[src/rtl/npc_lsu_pkg.sv]
// Shared definitions for the NPC load/store initiator:
// access size encodings, FSM state type and the alignment check.
package npc_lsu_pkg;

  localparam logic [1:0] SZ_B = 2'd0;
  localparam logic [1:0] SZ_H = 2'd1;
  localparam logic [1:0] SZ_W = 2'd2;
  localparam logic [1:0] SZ_D = 2'd3;

  typedef enum logic [1:0] {
    IDLE   = 2'd0,
    ACCESS = 2'd1,
    DONE   = 2'd2
  } lsu_state_e;

  // Naturally aligned accesses only; bytes can never be misaligned.
  function automatic logic is_misaligned(input logic [1:0] size, input logic [2:0] off);
    logic mis;
    case (size)
      SZ_H:    mis = off[0];
      SZ_W:    mis = |off[1:0];
      SZ_D:    mis = |off;
      default: mis = 1'b0;
    endcase
    return mis;
  endfunction

endpackage

[src/rtl/lsu_align.sv]
// Byte-lane alignment for the LSU: write mask, store data lane shift,
// and load data shift with sign/zero extension.
module lsu_align
  import npc_lsu_pkg::*;
#(
  parameter int XLEN = 64
) (
  input  logic [1:0]      size,
  input  logic [2:0]      off,
  input  logic            is_unsigned,
  input  logic [XLEN-1:0] wdata,
  input  logic [XLEN-1:0] rdata,
  output logic [7:0]      wmask,
  output logic [XLEN-1:0] wdata_sh,
  output logic [XLEN-1:0] rdata_ext
);

  logic [5:0]      sh_amt;
  logic [XLEN-1:0] rdata_sh;

  always_comb begin
    sh_amt   = {off, 3'b000};
    wdata_sh = wdata << sh_amt;
    rdata_sh = rdata >> sh_amt;

    case (size)
      SZ_B:    wmask = 8'h01 << off;
      SZ_H:    wmask = 8'h03 << off;
      SZ_W:    wmask = 8'h0F << off;
      default: wmask = 8'hFF;
    endcase

    rdata_ext = rdata_sh;
    case (size)
      SZ_B: rdata_ext = is_unsigned ? {{(XLEN-8){1'b0}}, rdata_sh[7:0]}
                                    : {{(XLEN-8){rdata_sh[7]}}, rdata_sh[7:0]};
      SZ_H: rdata_ext = is_unsigned ? {{(XLEN-16){1'b0}}, rdata_sh[15:0]}
                                    : {{(XLEN-16){rdata_sh[15]}}, rdata_sh[15:0]};
      SZ_W: rdata_ext = is_unsigned ? {{(XLEN-32){1'b0}}, rdata_sh[31:0]}
                                    : {{(XLEN-32){rdata_sh[31]}}, rdata_sh[31:0]};
      default: rdata_ext = rdata_sh;
    endcase
  end

endmodule

[src/rtl/lsu_mem_initiator.sv]
// Load/store initiator between EXU and the data-memory blackbox: one request
// in flight, fixed-latency memory access, registered response.
//
// state  | meaning
// IDLE   | ready for a request; accepted requests are latched here
// ACCESS | memory strobes active for MEM_LAT cycles; cnt counts down to 0
// DONE   | response held until the consumer takes it
module lsu_mem_initiator
  import npc_lsu_pkg::*;
#(
  parameter int MEM_LAT = 1,
  parameter int XLEN    = 64
) (
  input  logic            clk,
  input  logic            rst_n,
  input  logic            req_valid,
  output logic            req_ready,
  input  logic [XLEN-1:0] req_addr,
  input  logic            req_wen,
  input  logic [1:0]      req_size,
  input  logic            req_unsigned,
  input  logic [XLEN-1:0] req_wdata,
  output logic            resp_valid,
  input  logic            resp_ready,
  output logic [XLEN-1:0] resp_rdata,
  output logic            resp_err,
  output logic [XLEN-1:0] mem_raddr,
  output logic            mem_read,
  input  logic [XLEN-1:0] mem_rdata,
  output logic [XLEN-1:0] mem_waddr,
  output logic [XLEN-1:0] mem_wdata,
  output logic [7:0]      mem_wmask,
  output logic            mem_write
);

  localparam logic [3:0] CNT_INIT = 4'(MEM_LAT - 1);

  lsu_state_e      state_q, state_d;
  logic [3:0]      cnt_q, cnt_d;
  logic [XLEN-1:0] addr_q, addr_d;
  logic            wen_q, wen_d;
  logic [1:0]      size_q, size_d;
  logic            uns_q, uns_d;
  logic [XLEN-1:0] wdata_q, wdata_d;
  logic [XLEN-1:0] rdata_q, rdata_d;
  logic            err_q, err_d;

  logic [7:0]      al_wmask;
  logic [XLEN-1:0] al_wdata;
  logic [XLEN-1:0] al_rdata;
  logic [XLEN-1:0] word_addr;

  // Align unit sees only latched request fields, so mem_* never depend on req_*.
  lsu_align #(
    .XLEN(XLEN)
  ) u_align (
    .size        (size_q),
    .off         (addr_q[2:0]),
    .is_unsigned (uns_q),
    .wdata       (wdata_q),
    .rdata       (mem_rdata),
    .wmask       (al_wmask),
    .wdata_sh    (al_wdata),
    .rdata_ext   (al_rdata)
  );

  assign word_addr  = {addr_q[XLEN-1:3], 3'b000};
  assign resp_rdata = rdata_q;
  assign resp_err   = err_q;

  always_comb begin
    state_d    = state_q;
    cnt_d      = cnt_q;
    addr_d     = addr_q;
    wen_d      = wen_q;
    size_d     = size_q;
    uns_d      = uns_q;
    wdata_d    = wdata_q;
    rdata_d    = rdata_q;
    err_d      = err_q;
    req_ready  = 1'b0;
    resp_valid = 1'b0;
    mem_read   = 1'b0;
    mem_write  = 1'b0;
    mem_wmask  = 8'h00;
    mem_raddr  = '0;
    mem_waddr  = '0;
    mem_wdata  = '0;

    case (state_q)
      IDLE: begin
        req_ready = 1'b1;
        if (req_valid) begin
          addr_d  = req_addr;
          wen_d   = req_wen;
          size_d  = req_size;
          uns_d   = req_unsigned;
          wdata_d = req_wdata;
          rdata_d = '0;
          if (is_misaligned(req_size, req_addr[2:0])) begin
            err_d   = 1'b1;
            state_d = DONE;
          end else begin
            err_d   = 1'b0;
            cnt_d   = CNT_INIT;
            state_d = ACCESS;
          end
        end
      end

      ACCESS: begin
        mem_raddr = word_addr;
        mem_waddr = word_addr;
        mem_wdata = al_wdata;
        mem_wmask = wen_q ? al_wmask : 8'h00;
        mem_read  = ~wen_q;
        // Single write strobe, issued on the final access cycle.
        mem_write = wen_q && (cnt_q == 4'd0);
        if (cnt_q == 4'd0) begin
          rdata_d = wen_q ? '0 : al_rdata;
          state_d = DONE;
        end else begin
          cnt_d = cnt_q - 4'd1;
        end
      end

      DONE: begin
        resp_valid = 1'b1;
        if (resp_ready) begin
          rdata_d = '0;
          err_d   = 1'b0;
          state_d = IDLE;
        end
      end

      default: state_d = IDLE;
    endcase
  end

  always_ff @(posedge clk) begin
    if (!rst_n) begin
      state_q <= IDLE;
      cnt_q   <= '0;
      addr_q  <= '0;
      wen_q   <= 1'b0;
      size_q  <= SZ_B;
      uns_q   <= 1'b0;
      wdata_q <= '0;
      rdata_q <= '0;
      err_q   <= 1'b0;
    end else begin
      state_q <= state_d;
      cnt_q   <= cnt_d;
      addr_q  <= addr_d;
      wen_q   <= wen_d;
      size_q  <= size_d;
      uns_q   <= uns_d;
      wdata_q <= wdata_d;
      rdata_q <= rdata_d;
      err_q   <= err_d;
    end
  end

endmodule

[config.mk]
export PLATFORM = sky130hd
export DESIGN_NAME = lsu_mem_initiator
export DESIGN_NICKNAME = d
export VERILOG_FILES = /design/src/rtl/npc_lsu_pkg.sv /design/src/rtl/lsu_align.sv /design/src/rtl/lsu_mem_initiator.sv
export SDC_FILE = /design/constraint.sdc
export NUM_CORES = 1
export LEC_CHECK = 0
export ABC_AREA = 1
export CORE_AREA = 2 2 185 187
export CTS_BUF_LIST = sky130_fd_sc_hd__clkbuf_16
export DETAILED_ROUTE_END_ITERATION = 6
export DIE_AREA = 0 0 187 189
export MAX_ROUTING_LAYER = met4
export PLACE_DENSITY = 0.76
export SYNTH_ARGS = -nofsm -noshare
export SYNTH_HDL_FRONTEND = slang
export SYNTH_SLANG_ARGS = --single-unit
[constraint.sdc]
create_clock -name clk -period 3.6 [get_ports clk]
set_clock_uncertainty 0.2 [all_clocks]
set_input_delay 0.72 -clock clk [delete_from_list [all_inputs] [get_ports clk]]
set_output_delay 0.72 -clock clk [all_outputs]
set_load 0.02 [all_outputs]
==> results.ini, run 1 <==
[status]
status = finished, final reports clean

[place]
gp_congestion = 1.01
hpwl_um = 38500
port_buffers = 462

[route]
post_drt_wl_per_cell_um = 19.7
drc = 0
wl_um = 52100
drt_iter0_drc = 1252
vias = 13800
ant_nets = 0
firstDrtPassIters = 5
vias_per_cell = 5.22

[cells_and_area]
fill_cells = 3310
drive_gt1_share_pct = 5.03
utilization_pct = 51.3
fin_nets = 2380
syn2layout_area_growth_pct = 45.5

[logic_synthesis]
netlist.area_leader.share_pct = 34.7
synth.most_common_cell = nand2_1
syn_avg_cell_area_sq_um = 6.37
yosys-top-cells-count = nand2_1 (396), o21ai_0 (242), nor2_1 (235), a21oi_1 (204), dfxtp_1 (203)
synthCells = 1842
synth-async-reset-ratio_pct = 0
synthFlopType = dfxtp_1
synth_area_leaders = dfxtp_1 (35%), nand2_1 (13%), o21ai_0 (10%)
yosysUniqueCellTypes = 40
synth_edf_count = 0
synth_area_sq_um = 11700
synth-seq-area-share_pct = 34.7
ys_warn_count = 0
ys_ff_latch = 203
yosys.area.top_type = dfxtp_1

[floorplanning]
fp.dieH_um = 189
die-area_sq_um = 35300
fp-row-count = 67
core_sq_um = 33300
start_util_pct = 35.2
ios = 469
die_w_um = 187

[power_and_ir_drop]
p_leak_nw = 6.88
max-vdd-ir-drop_mv = 0.336
power.density_nw_per_um2 = 454

[critical_path]
end_kind = output pin
path_max_fanout = 45
crit_slowest_cell = clkdlybuf4s50_1
arrival_ps = 2550
worstSetupPathType = flop to output pin
cp_common_cell = o211ai_1
critPathBufInv = 3
path_cells = buf_16 -> o21ai_0 -> or2_1 -> o211ai_1 -> o211ai_1 -> inv_1 -> clkdlybuf4s50_1
cp-start-kind = flop
cpPeakStageDelay_ps = 620
cp_top_family = buffers and inverters
critical_path_required_ps = 2680

[grt]
grt_pass1_wl_um = 77000
grt_usage_pct = 28.8
grt_pass1_vias = 13300
grt_max_degree = 91
grt_overflow = 0
grt_antenna_before_repair = 2

[hold_path]
hold_path_class = flop to flop

[timing]
rsz0062_at_grt = false
max_slew_margin_pct = 48.7
setup_viol = 0
period_share_pct = 96.4
finalHoldViolCount = 0
tightest_slew_ps = 761
final_max_slew_viol_count = 0
fmax_ghz = 0.288
fin_setup_tns_ps = 0
finalCriticalPeriod_ps = 3470

[clock_network]
cts_tree = done
cts_inserted_buffers = 25
cts_root_buffer = clkbuf_16
clock_latency_ps = 530
path_clk_slew_ps = 60
clockBufferDepth = 3
clkSinkCount = 203
cts-htree-levels = 1

[flow_run]
max_cap_viol_count = 0

## where the power goes
group | switching [mW] | total [mW] | internal, mW
registers | 0.123 | 2.60 | 2.48
clock network | 1.00 | 2.44 | 1.44
logic | 1.74 | 2.71 | 0.969
## cells in the final DEF, fill, tap and decap left out, types with 5 or more instances in the layout
master	netlist	layout
ha_1	8	8
a31oi_1	11	11
o211ai_1	34	34
or2_2	7	7
conb_1	1	6
dlygate4sd2_1	0	5
o22ai_1	23	23
buf_4	72	33
inv_2	9	6
o221ai_1	8	8
o21ai_0	242	239
clkbuf_16	0	27
or2_1	7	7
dlymetal6s2s_1	0	12
inv_1	158	162
nand3_1	31	31
nor3_1	9	9
dfxtp_1	203	201
nor2_1	235	235
o21a_1	8	8
clkinv_1	3	7
nand2_1	396	394
clkdlybuf4s50_1	0	440
buf_12	0	5
o21ai_1	5	7
a21oi_1	204	204
mux2i_1	10	10
## layer usage
| layer | part of all wire (%) | global-route usage (%) |
|---|---|---|
| met5 | 0 | - |
| met4 | 4.3 | 11.2 |
| met3 | 6.6 | 3.69 |
| met2 | 50 | 51.5 |
| met1 | 39 | 32.6 |
## final timing paths
| path | start | endpoint | slack [ps] | depth (start not counted) |
|---|---|---|---|---|
| worst min-delay path | addr_q[11] | addr_q[11] | 260 | 2 |
| worst min register to register | addr_q[11] | addr_q[11] | 260 | 2 |
| worst max-delay path | addr_q[0] | mem_wdata[42] | 130 | 7 |
| worst max register to register | addr_q[0] | resp_rdata[24] | 700 | 14 |
## repair_timing
item,CTS,global route
cloned,0,1
hold buffers,0,0
resized for setup,12,22
setup endpoints to repair,25,26
buffers inserted,0,1
pin swaps,0,1
## registers in the layout, indices dropped and copies added, names as in the netlist
signal	cells
addr_q	64
cnt_q	4
resp_err	1
resp_rdata	64
size_q	2
state_q	2
uns_q	1
wdata_q	64
wen_q	1
## logic make-up (layout without fill, tap and decap cells)
kind of cell    Yosys count  after routing  synth area share [%]
fa+ha+maj                 8              8                 0.854
compound gates          546            546                  25.1
other cells               1              8                0.0320
xor+xnor                  1              1                0.0747
simple gates            702            702                  23.8
buf+inv                 371            712                  14.6
mux                      10             10                 0.854
flops                   203            203                  34.7
## area by class of cell
class	instances	area, sq um	share of cell area [%]
diodes	2	5.00	0.0293
inverters	170	653	3.83
clock inverters	17	126	0.740
multi-input cells	1273	5980	35.0
flip-flops and latches	203	4070	23.8
repair buffers	499	5020	29.4
well taps	448	561	3.28
clock buffers	26	651	3.81
## per-stage QoR
step                      std cells  worst slack, ps  cell area [sq um]  hold WS [ps]  power, mW
after floorplan                1847              898              11700           230       4.26
after global placement         2591              282              16200           240       5.27
after detailed placement       2591              270              16200           246       5.30
after CTS                      2634             2.61              17000           255       7.76
after global routing           2638             32.8              17100           273       8.14
final                          2638              131              17100           256       7.75
## tightest hold or removal path: stages, from the launching register on
cell     delay [ps]
dfxtp_1         300
inv_1            60
a21oi_1          60
Power figures use the tool's default switching activity.
==> run 2, diff against run 1 <==
ABC_AREA = 0   (was 1)
DONT_BUFFER_PORTS = 1   (was default)
PLACE_DENSITY = 0.6   (was 0.76)
==> results.ini, run 2 <==
[critical_path]
critical_path_required_ps = 2680
rr_worst_depth = 7
r2r_setup_slack_ps = 500
arrival_ps = 2590
worstSetupPathType = flop to output pin
reg2reg_from = addr_q[0]
path_max_fanout = 69
cp-start-kind = flop
worstReg2RegEnd = resp_rdata[35]
end_kind = output pin

[timing]
finalHoldViolCount = 0
setup_viol = 0
final_max_slew_viol_count = 0
max_slew_margin_pct = 33.7
finalCriticalPeriod_ps = 3510
fin_setup_tns_ps = 0
rsz0062_at_grt = false
fmax_ghz = 0.285
tightest_slew_ps = 994
period_share_pct = 97.6

[clock_network]
clkSinkCount = 203
path_clk_slew_ps = 60
cts-htree-levels = 1
cts_hold_buf = 0
cts_tree = done
clock_latency_ps = 550
clockBufferDepth = 3
cts_inserted_buffers = 26
cts_root_buffer = clkbuf_16

[floorplanning]
core_sq_um = 33300
die-area_sq_um = 35300
die_w_um = 187
fp-row-count = 67
ios = 469
start_util_pct = 36.7
fp.dieH_um = 189

[logic_synthesis]
synth-async-reset-ratio_pct = 0
ys_warn_count = 0
synth_area_leaders = dfxtp_1 (33%), nand2_1 (11%), mux2i_1 (9.8%)
synth.most_common_cell = nand2_1
yosys-top-cells-count = nand2_1 (352), dfxtp_1 (203), a21oi_1 (182), mux2i_1 (119), nor2_1 (94)
synth-seq-area-share_pct = 33.3
syn_avg_cell_area_sq_um = 7.94
netlist.area_leader.share_pct = 33.3
ys_ff_latch = 203
synth_edf_count = 0
synthFlopType = dfxtp_1
yosysUniqueCellTypes = 58
synthCells = 1538
yosys.area.top_type = dfxtp_1
synth_area_sq_um = 12200

[grt]
grt_max_degree = 147
grt_overflow = 0
grt_usage_pct = 24.3
grt_pass1_wl_um = 64800
grt_pass1_vias = 10200
grt_antenna_before_repair = 0

[route]
vias = 10800
drc = 0
firstDrtPassIters = 5
post_drt_wl_per_cell_um = 23.0
wl_um = 44100
ant_nets = 0
vias_per_cell = 5.61
drt_iter0_drc = 639

[hold_path]
hold_path_class = primary input to flop
hp-start = req_wdata[6]
whs_endpoint = wdata_q[6]
hold_depth = 2

[power_and_ir_drop]
p_leak_nw = 5.06
max-vdd-ir-drop_mv = 0.350
power.total_mw = 6.23
power.density_nw_per_um2 = 474

[cells_and_area]
design_area_sq_um = 13100
final_cells = 1922
mostFrequentLayoutCells = nand2_1 (352), dfxtp_1 (200), a21oi_1 (182)
syn2layout_area_growth_pct = 7.66
drive_gt1_share_pct = 12.2
final_common_cell = nand2_1
utilization_pct = 39.5
fin_nets = 1663

[place]
place_area_sq_um = 12300
gp_congestion = 0.924
port_buffers = 0
placed_cells = 1874
hpwl_um = 32000

[status]
status = finished, final reports clean

[flow_run]
max_cap_viol_count = 0

[run 2: cell types whose count changed after synthesis, sizes merged, moves of 29 or more]
cell	before	now
o21ai	247	42
a22oi	0	41
nand2	398	353
a211oi	1	33
mux2i	10	119
inv	167	9
and2	0	72
o211ai	34	2
nor2	241	94
nand3	33	4
[run 2: timing repair]
| item | in CTS | in global routing |
|---|---|---|
| setup endpoints to repair | 6 | 3 |
| setup buffers | 1 | 0 |
| endpoints found under the hold margin | 0 | 0 |
| pin swaps | 0 | 0 |
| gates cloned | 0 | 0 |
| resized for setup | 1 | 1 |
[run 2: report_power, final]
part	total [mW]	leakage, nW	switching, mW	internal [mW]
combinational	1.06	2.97	0.661	0.397
clock	2.62	0.429	1.05	1.57
sequential	2.55	1.66	0.170	2.38
total	6.23	5.06	1.88	4.34
[run 2: cell type report]
class,count,area [sq um]
Fill cell,3443,20100
Multi-Input combinational cell,1139,6980
Sequential cell,203,4080
Clock buffer,27,676
Timing Repair Buffer,76,633
Tap cell,448,561
Clock inverter,19,181
Inverter,9,38.8
Antenna cell,1,2.50
[run 2: per-layer routing]
| layer | vias to the layer above | track usage, % | wire, um |
|---|---|---|---|
| li1 | 5033 | - | - |
| met1 | 5140 | 29.1 | 17900 |
| met4 | 0 | 7.81 | 1420 |
| met2 | 525 | 38.1 | 20200 |
| met3 | 87 | 8.66 | 4700 |
| met5 | - | - | 0 |
[run 2: through the flow]
step	hold WS, ps	setup slack [ps]
final	98.8	85.7
after global routing	76.4	4.01
after CTS	77.5	11.9
after detailed placement	242	476
after global placement	237	565
after floorplan	232	879
[run 2: logic make-up after synthesis]
| logic type | synth area share (%) |
|---|---|
| AO/OA/AOI/OAI | 16.7 |
| adder cells (fa/ha/maj) | 0.820 |
| buffers and inverters | 9.97 |
| flip-flops | 33.3 |
| multiplexers | 16.0 |
| other | 0.0307 |
| AND/OR/NAND/NOR | 23.1 |
[run 2: worst max-delay path by stage]
stage | endpoint | slack, ps | depth (start not counted) | startpoint
3_5_place_dp | resp_rdata[35] | 480 | 6 | addr_q[0]
5_1_grt | mem_wdata[60] | 4 | 6 | addr_q[0]
6_report | mem_wdata[13] | 90 | 6 | addr_q[1]
2_1_floorplan | mem_wdata[30] | 880 | 7 | addr_q[0]
4_1_cts | mem_wdata[37] | 10 | 5 | addr_q[2]
3_3_place_gp | resp_rdata[54] | 570 | 6 | addr_q[0]
[run 2: worst max-delay path, stage by stage, from the launching register on]
cell     delay, ps
dfxtp_4        340
buf_12         220
inv_1          200
buf_4          250
nand3_1        400
nor2_1         400
buf_4          210
